File: config.mk
export PLATFORM = sky130hd
export DESIGN_NAME = dual_input_debounce
export DESIGN_NICKNAME = d
export VERILOG_FILES = /design/src/rtl/dual_input_debounce.sv
export SDC_FILE = /design/constraint.sdc
export NUM_CORES = 1
export LEC_CHECK = 0
export CAP_MARGIN = 25
export CORE_MARGIN = 8
export CORE_UTILIZATION = 50
export CTS_CLUSTER_DIAMETER = 100
export DETAILED_ROUTE_END_ITERATION = 10
export DONT_BUFFER_PORTS = 1
export SETUP_SLACK_MARGIN = 0.1
export SLEW_MARGIN = 20
export SYNTH_ARGS = -nofsm -noshare
export SYNTH_HDL_FRONTEND = slang
export SYNTH_SLANG_ARGS = --single-unit
File: constraint.sdc
create_clock -name clk -period 1.9 [get_ports clk]
set_input_delay 0.38 -clock clk [delete_from_list [all_inputs] [get_ports clk]]
set_output_delay 0.38 -clock clk [all_outputs]
set_load 0.02 [all_outputs]
File: src/rtl/dual_input_debounce.sv
// rtl/dual_input_debounce.sv - two independent sync + debounce + rising-edge pulse channels
// Cleaned levels feed the downstream OR gate inputs.
module dual_input_debounce #(
   parameter int DEBOUNCE = 4,
   parameter int CNT_W    = 8
) (
   input  logic clk,
   input  logic rst_n,
   input  logic raw1,
   input  logic raw2,
   output logic db1,
   output logic db2,
   output logic rise1,
   output logic rise2
);

   localparam logic [CNT_W-1:0] LIMIT = CNT_W'(DEBOUNCE - 1);
   localparam logic [CNT_W-1:0] ONE   = CNT_W'(1);

   logic [1:0]            raw;
   logic [1:0]            sync_a;
   logic [1:0]            sync_b;
   logic [1:0]            db;
   logic [1:0]            rise;
   logic [1:0][CNT_W-1:0] cnt;

   assign raw = {raw2, raw1};

   always_ff @(posedge clk) begin
      if (!rst_n) begin
         sync_a <= '0;
         sync_b <= '0;
         db     <= '0;
         rise   <= '0;
         cnt    <= '0;
      end else begin
         sync_a <= raw;
         sync_b <= sync_a;
         for (int i = 0; i < 2; i++) begin
            rise[i] <= 1'b0;
            if (sync_b[i] == db[i]) begin
               cnt[i] <= '0;
            end else if (cnt[i] == LIMIT) begin
               // level accepted; pulse only on the 0->1 direction
               db[i]   <= sync_b[i];
               rise[i] <= sync_b[i];
               cnt[i]  <= '0;
            end else begin
               cnt[i] <= cnt[i] + ONE;
            end
         end
      end
   end

   assign db1   = db[0];
   assign db2   = db[1];
   assign rise1 = rise[0];
   assign rise2 = rise[1];

endmodule
## After elaboration in Yosys (flattened, before gate mapping)

Index checks and enable logic that the tools add are counted.

| storage, ports and cells | value |
|---|---|
| flip-flop bits (word level) | 24 |
| output and inout bits | 4 |
| word-level logic and storage cells | 25 |

| cells by class | value |
|---|---|
| $add $sub $neg | 2 |
| eq/ne operators | 4 |
| bitwise logic cells | 5 |
| reduce and logical (&&, ||, !) cells | 6 |

Operators by type and width:

| kind | number |
|---|---|
| $add A8 B1 Y8 const B | 2 |
| $eq A8 B2 Y1 const B | 2 |
| $reduce_or A3 Y1 | 4 |
| $not A1 Y1 | 5 |
| $reduce_and A2 Y1 | 2 |
| $eq A1 B1 Y1 | 2 |

## Longest topological paths before layout

| depth | value |
|---|---|
| word-level depth | 3 |
| gate-level depth with buffers | 4 |

## Least setup slack after synthesis

Ideal clock, no wire load.

| timing | value |
|---|---|
| path kind | flip-flop to flip-flop |
| start point | register cnt[0] (netlist name) |
| end point | register db[0] |
| setup time | 0.070 ns |
| data arrival time | 1.471 ns |
| data required time | 1.830 ns |
| path slack | 0.359 ns |
| stages on the path, launching flop included | 5 |
| buffers on the path | 0 |
| clock period less this slack | 1.541 ns |
| cells stage by stage | dfxtp_1 > ha_1 > or4b_4 > or3_1 > a21boi_1 |

| on the way | value |
|---|---|
| word-level cells in the longest chain between the ends | 2 |

RTL lines:

| element | line | text |
|---|---|---|
| start: declaration | 25 | `logic [1:0][CNT_W-1:0] cnt;` |
| start signal: indexed assignment | 49 | `cnt[i] <= cnt[i] + ONE;` |
| $eq A8 B2 Y1 | 43 | `end else if (cnt[i] == LIMIT) begin` |
| $reduce_and A2 Y1 (no source line) | - |  |
| end signal: indexed assignment | 45 | `db[i] <= sync_b[i];` |
| end: declaration | 23 | `logic [1:0] db;` |

Every way passes these cells.
A chain may end at the register's enable or synchronous reset.

## Worst setup path in the final report

| timing | value |
|---|---|
| start point | register cnt[0] (netlist name) |
| end point | register cnt[3] (netlist name) |

| on the way | value |
|---|---|
| word-level cells in the longest chain between the ends | 2 |
| elaborated cells between the ends (all ways) | 3 |
| those cells by class | 1 x add/sub; 1 x eq/ne; 1 x reduce/logical |

RTL lines:

| element |
|---|
| branches (longest 2 deep; another with $add A8 B1 Y8) |

Parallel ways; which one is timed is not known.

==> flow_summary.toml <==
[worst_hold_path]
holdPathEnd = "sync_b[0]$_SDFF_PN0_"
min_path_cells = 1
hold_start = "rst_n"
min_path_type = "input port to flop"

[floorplanning]
die_area_sq_mm = 0.00353
rows = 15
core_sq_mm = 0.00175
die_w_microns = 59.4
initial_core_util_pct = 54.0
die_h_microns = 59.4
io_pins = 8

[routing]
drt-total-wl_microns = 1400
ant_nets = 0
viasPerCell = 5.18
post_drt_wl_per_cell_microns = 10.9
drt_iter0_drc = 19
drc_errors = 0
dr.pass1.iters = 4
vias = 668

[setup_path]
cp-start-kind = "flop"
path_max_fanout = 8
r2r_end = "cnt[3]$_SDFF_PP0_"
reg2reg_setup_slack_ns = 0.24
crit_required_ns = 2.10
reg2reg_depth = 4
crit_type = "flop to flop"
rr_startpoint = "cnt[0]$_SDFF_PP0_"
cp.arrival_ns = 1.86
end_kind = "flop"

[sta]
setup_viol = 0
tns_ns = 0
skew_ns = 0.00418
fmax_mhz = 602
finalCritPeriodShare_pct = 87.4
slew_violations = 0
tightestPinTransition_ns = 0.383
rsz0062_at_grt = "false"
max-slew-margin-rel_pct = 74.4
fin_crit_ns = 1.66
hold_violations = 0

[placed_design]
placed_cell_area_sq_um = 970
routabilityCongestion = 0.758
dp_hpwl_microns = 1010
port_buffers = 0

[final_layout]
nets = 111
fin_area_sq_mm = 0.00102
nFillCells = 170
layout_commonest_cell = "dfxtp_1"
final_cell_mix = "dfxtp_1, nor2_1, nand2_1, or3_1"
multi_input_area_sq_um = 443
diodes = 0
area.sequential_sq_um = 480
drive_gt1_share_pct = 8.65
synthToLayoutAreaGrowth_pct = 8.50

[cts]
cts_buffers = 3
root_buffer = "clkbuf_4"
ctsResizeCount = 0
cts_max_level = 1
clock_latency_ns = 0.30
clock_sinks = 24
cts_tree = "done"
hold_buffers = 0
cts_setup_buffers = 0
cts.clk_slew.worst_paths_ns = 0.13
cts_max_path_buffers = 2

[logic_synthesis]
ys_ff_latch = 24
yosysWarnings = 0
ys_seq_area_share_pct = 51.0
syn-num-nets = 107
yosys.cell_types.count = 26
syn-cell-area_sq_um = 942
synth_cells = 101
avgSynthCellArea_sq_um = 9.33

[power]
total_power_w = 0.000884
peakVddDrop_v = 0.000427
power.density_mw_per_mm2 = 864
leakage_nw = 0.350

[grt]
grt_first_pass_wirelength_microns = 2260
gr-total-overflow = 0
track_usage_pct = 8.16
grt_max_degree = 15
grt_pass1_vias = 546
antenna_found_initial = 0

[flow_run]
drv_cap = 0

[run_status]
outcome = "finished clean"
[critical path: stages, from the launching register on]
cell,delay [ns]
dfxtp_1,0.37
ha_1,0.23
or4b_4,0.51
o211ai_2,0.36
nor2_1,0.09
[how the worst max path moves through the flow]
stage,from,endpoint,slack (ns),depth (start not counted)
after floorplan,cnt[0]$_SDFF_PP0_,db[0]$_SDFFE_PN0P_,0.36,4
after global placement,cnt[0]$_SDFF_PP0_,cnt[3]$_SDFF_PP0_,0.27,4
after detailed placement,cnt[0]$_SDFF_PP0_,cnt[3]$_SDFF_PP0_,0.24,4
after CTS,cnt[0]$_SDFF_PP0_,cnt[3]$_SDFF_PP0_,0.23,4
after global routing,cnt[0]$_SDFF_PP0_,cnt[2]$_SDFF_PP0_,0.13,4
final,cnt[0]$_SDFF_PP0_,cnt[3]$_SDFF_PP0_,0.24,4
[synth_stat cells (all sizes together)]
| master | n | share of area [%] |
|---|---|---|
| a21boi | 1 | 0.80 |
| or2b | 1 | 0.80 |
| o311ai | 1 | 0.93 |
| or4 | 1 | 1.2 |
| a21oi | 7 | 3.7 |
| or4b | 1 | 1.5 |
| o211ai | 2 | 2.1 |
| nor2 | 9 | 3.6 |
| and2 | 4 | 2.7 |
| nand2 | 8 | 3.2 |
| nor3 | 1 | 0.53 |
| xor2 | 6 | 5.6 |
| xnor2 | 1 | 0.93 |
| or3 | 8 | 5.3 |
| dfxtp | 24 | 51 |
| o21ai | 7 | 3.7 |
| nand3 | 6 | 3.2 |
| nand4 | 2 | 1.3 |
| ha | 2 | 2.7 |
| clkbuf | 1 | 0.40 |
| mux2i | 1 | 1.1 |
| inv | 4 | 1.6 |
| nor4 | 1 | 0.66 |
| or2 | 1 | 0.66 |
| or3b | 1 | 0.93 |
[per-stage QoR]
stage | setup WS [ns] | instances | hold slack [ns] | util (%)
floorplan | 0.359 | 101 | 0.412 | -
global placement | 0.273 | 125 | 0.417 | 55.6
detailed placement | 0.242 | 125 | 0.421 | 55.6
CTS | 0.229 | 129 | 0.173 | 58.6
global route | 0.128 | 129 | 0.162 | 58.6
finish | 0.240 | 129 | 0.184 | 58.6
[area by class of cell]
class | instances | area share (%)
Clock buffer | 3 | 2.20
Inverter | 4 | 1.47
Sequential cell | 24 | 47.0
Tap cell | 25 | 3.06
Clock inverter | 1 | 2.94
Multi-Input combinational cell | 72 | 43.3
[flip-flops by register name, summed over array words and instances, names as in the netlist]
| register | count |
|---|---|
| sync_b | 2 |
| db | 2 |
| rise | 2 |
| cnt | 16 |
| sync_a | 2 |
[layer usage]
metal	up-vias	global-route usage [%]	routed length, microns
met5	-	0	0
met4	0	3.07	13
met3	2	3.47	102
met2	13	11.1	528
met1	294	10.9	755
li1	359	-	-
[power breakdown]
part	total, W	internal (W)	switching [W]
logic	0.0000102	0.00000469	0.00000551
registers	0.000511	0.000508	0.00000256
clock network	0.000362	0.000213	0.000149
total	0.000884	0.000726	0.000158
[kinds of logic (layout without fill, tap and decap cells)]
family          count (synthesis)  in the layout  synth area share, %
compound gates                 18             18                 11.3
xor+xnor                        7              7                 6.51
fa+ha+maj                       2              2                 2.66
buf+inv                         5              8                 1.99
flops                          24             24                 51.0
mux                             1              1                 1.06
simple gates                   44             44                 25.5
No activity file was read; power rests on OpenSTA's default activity.
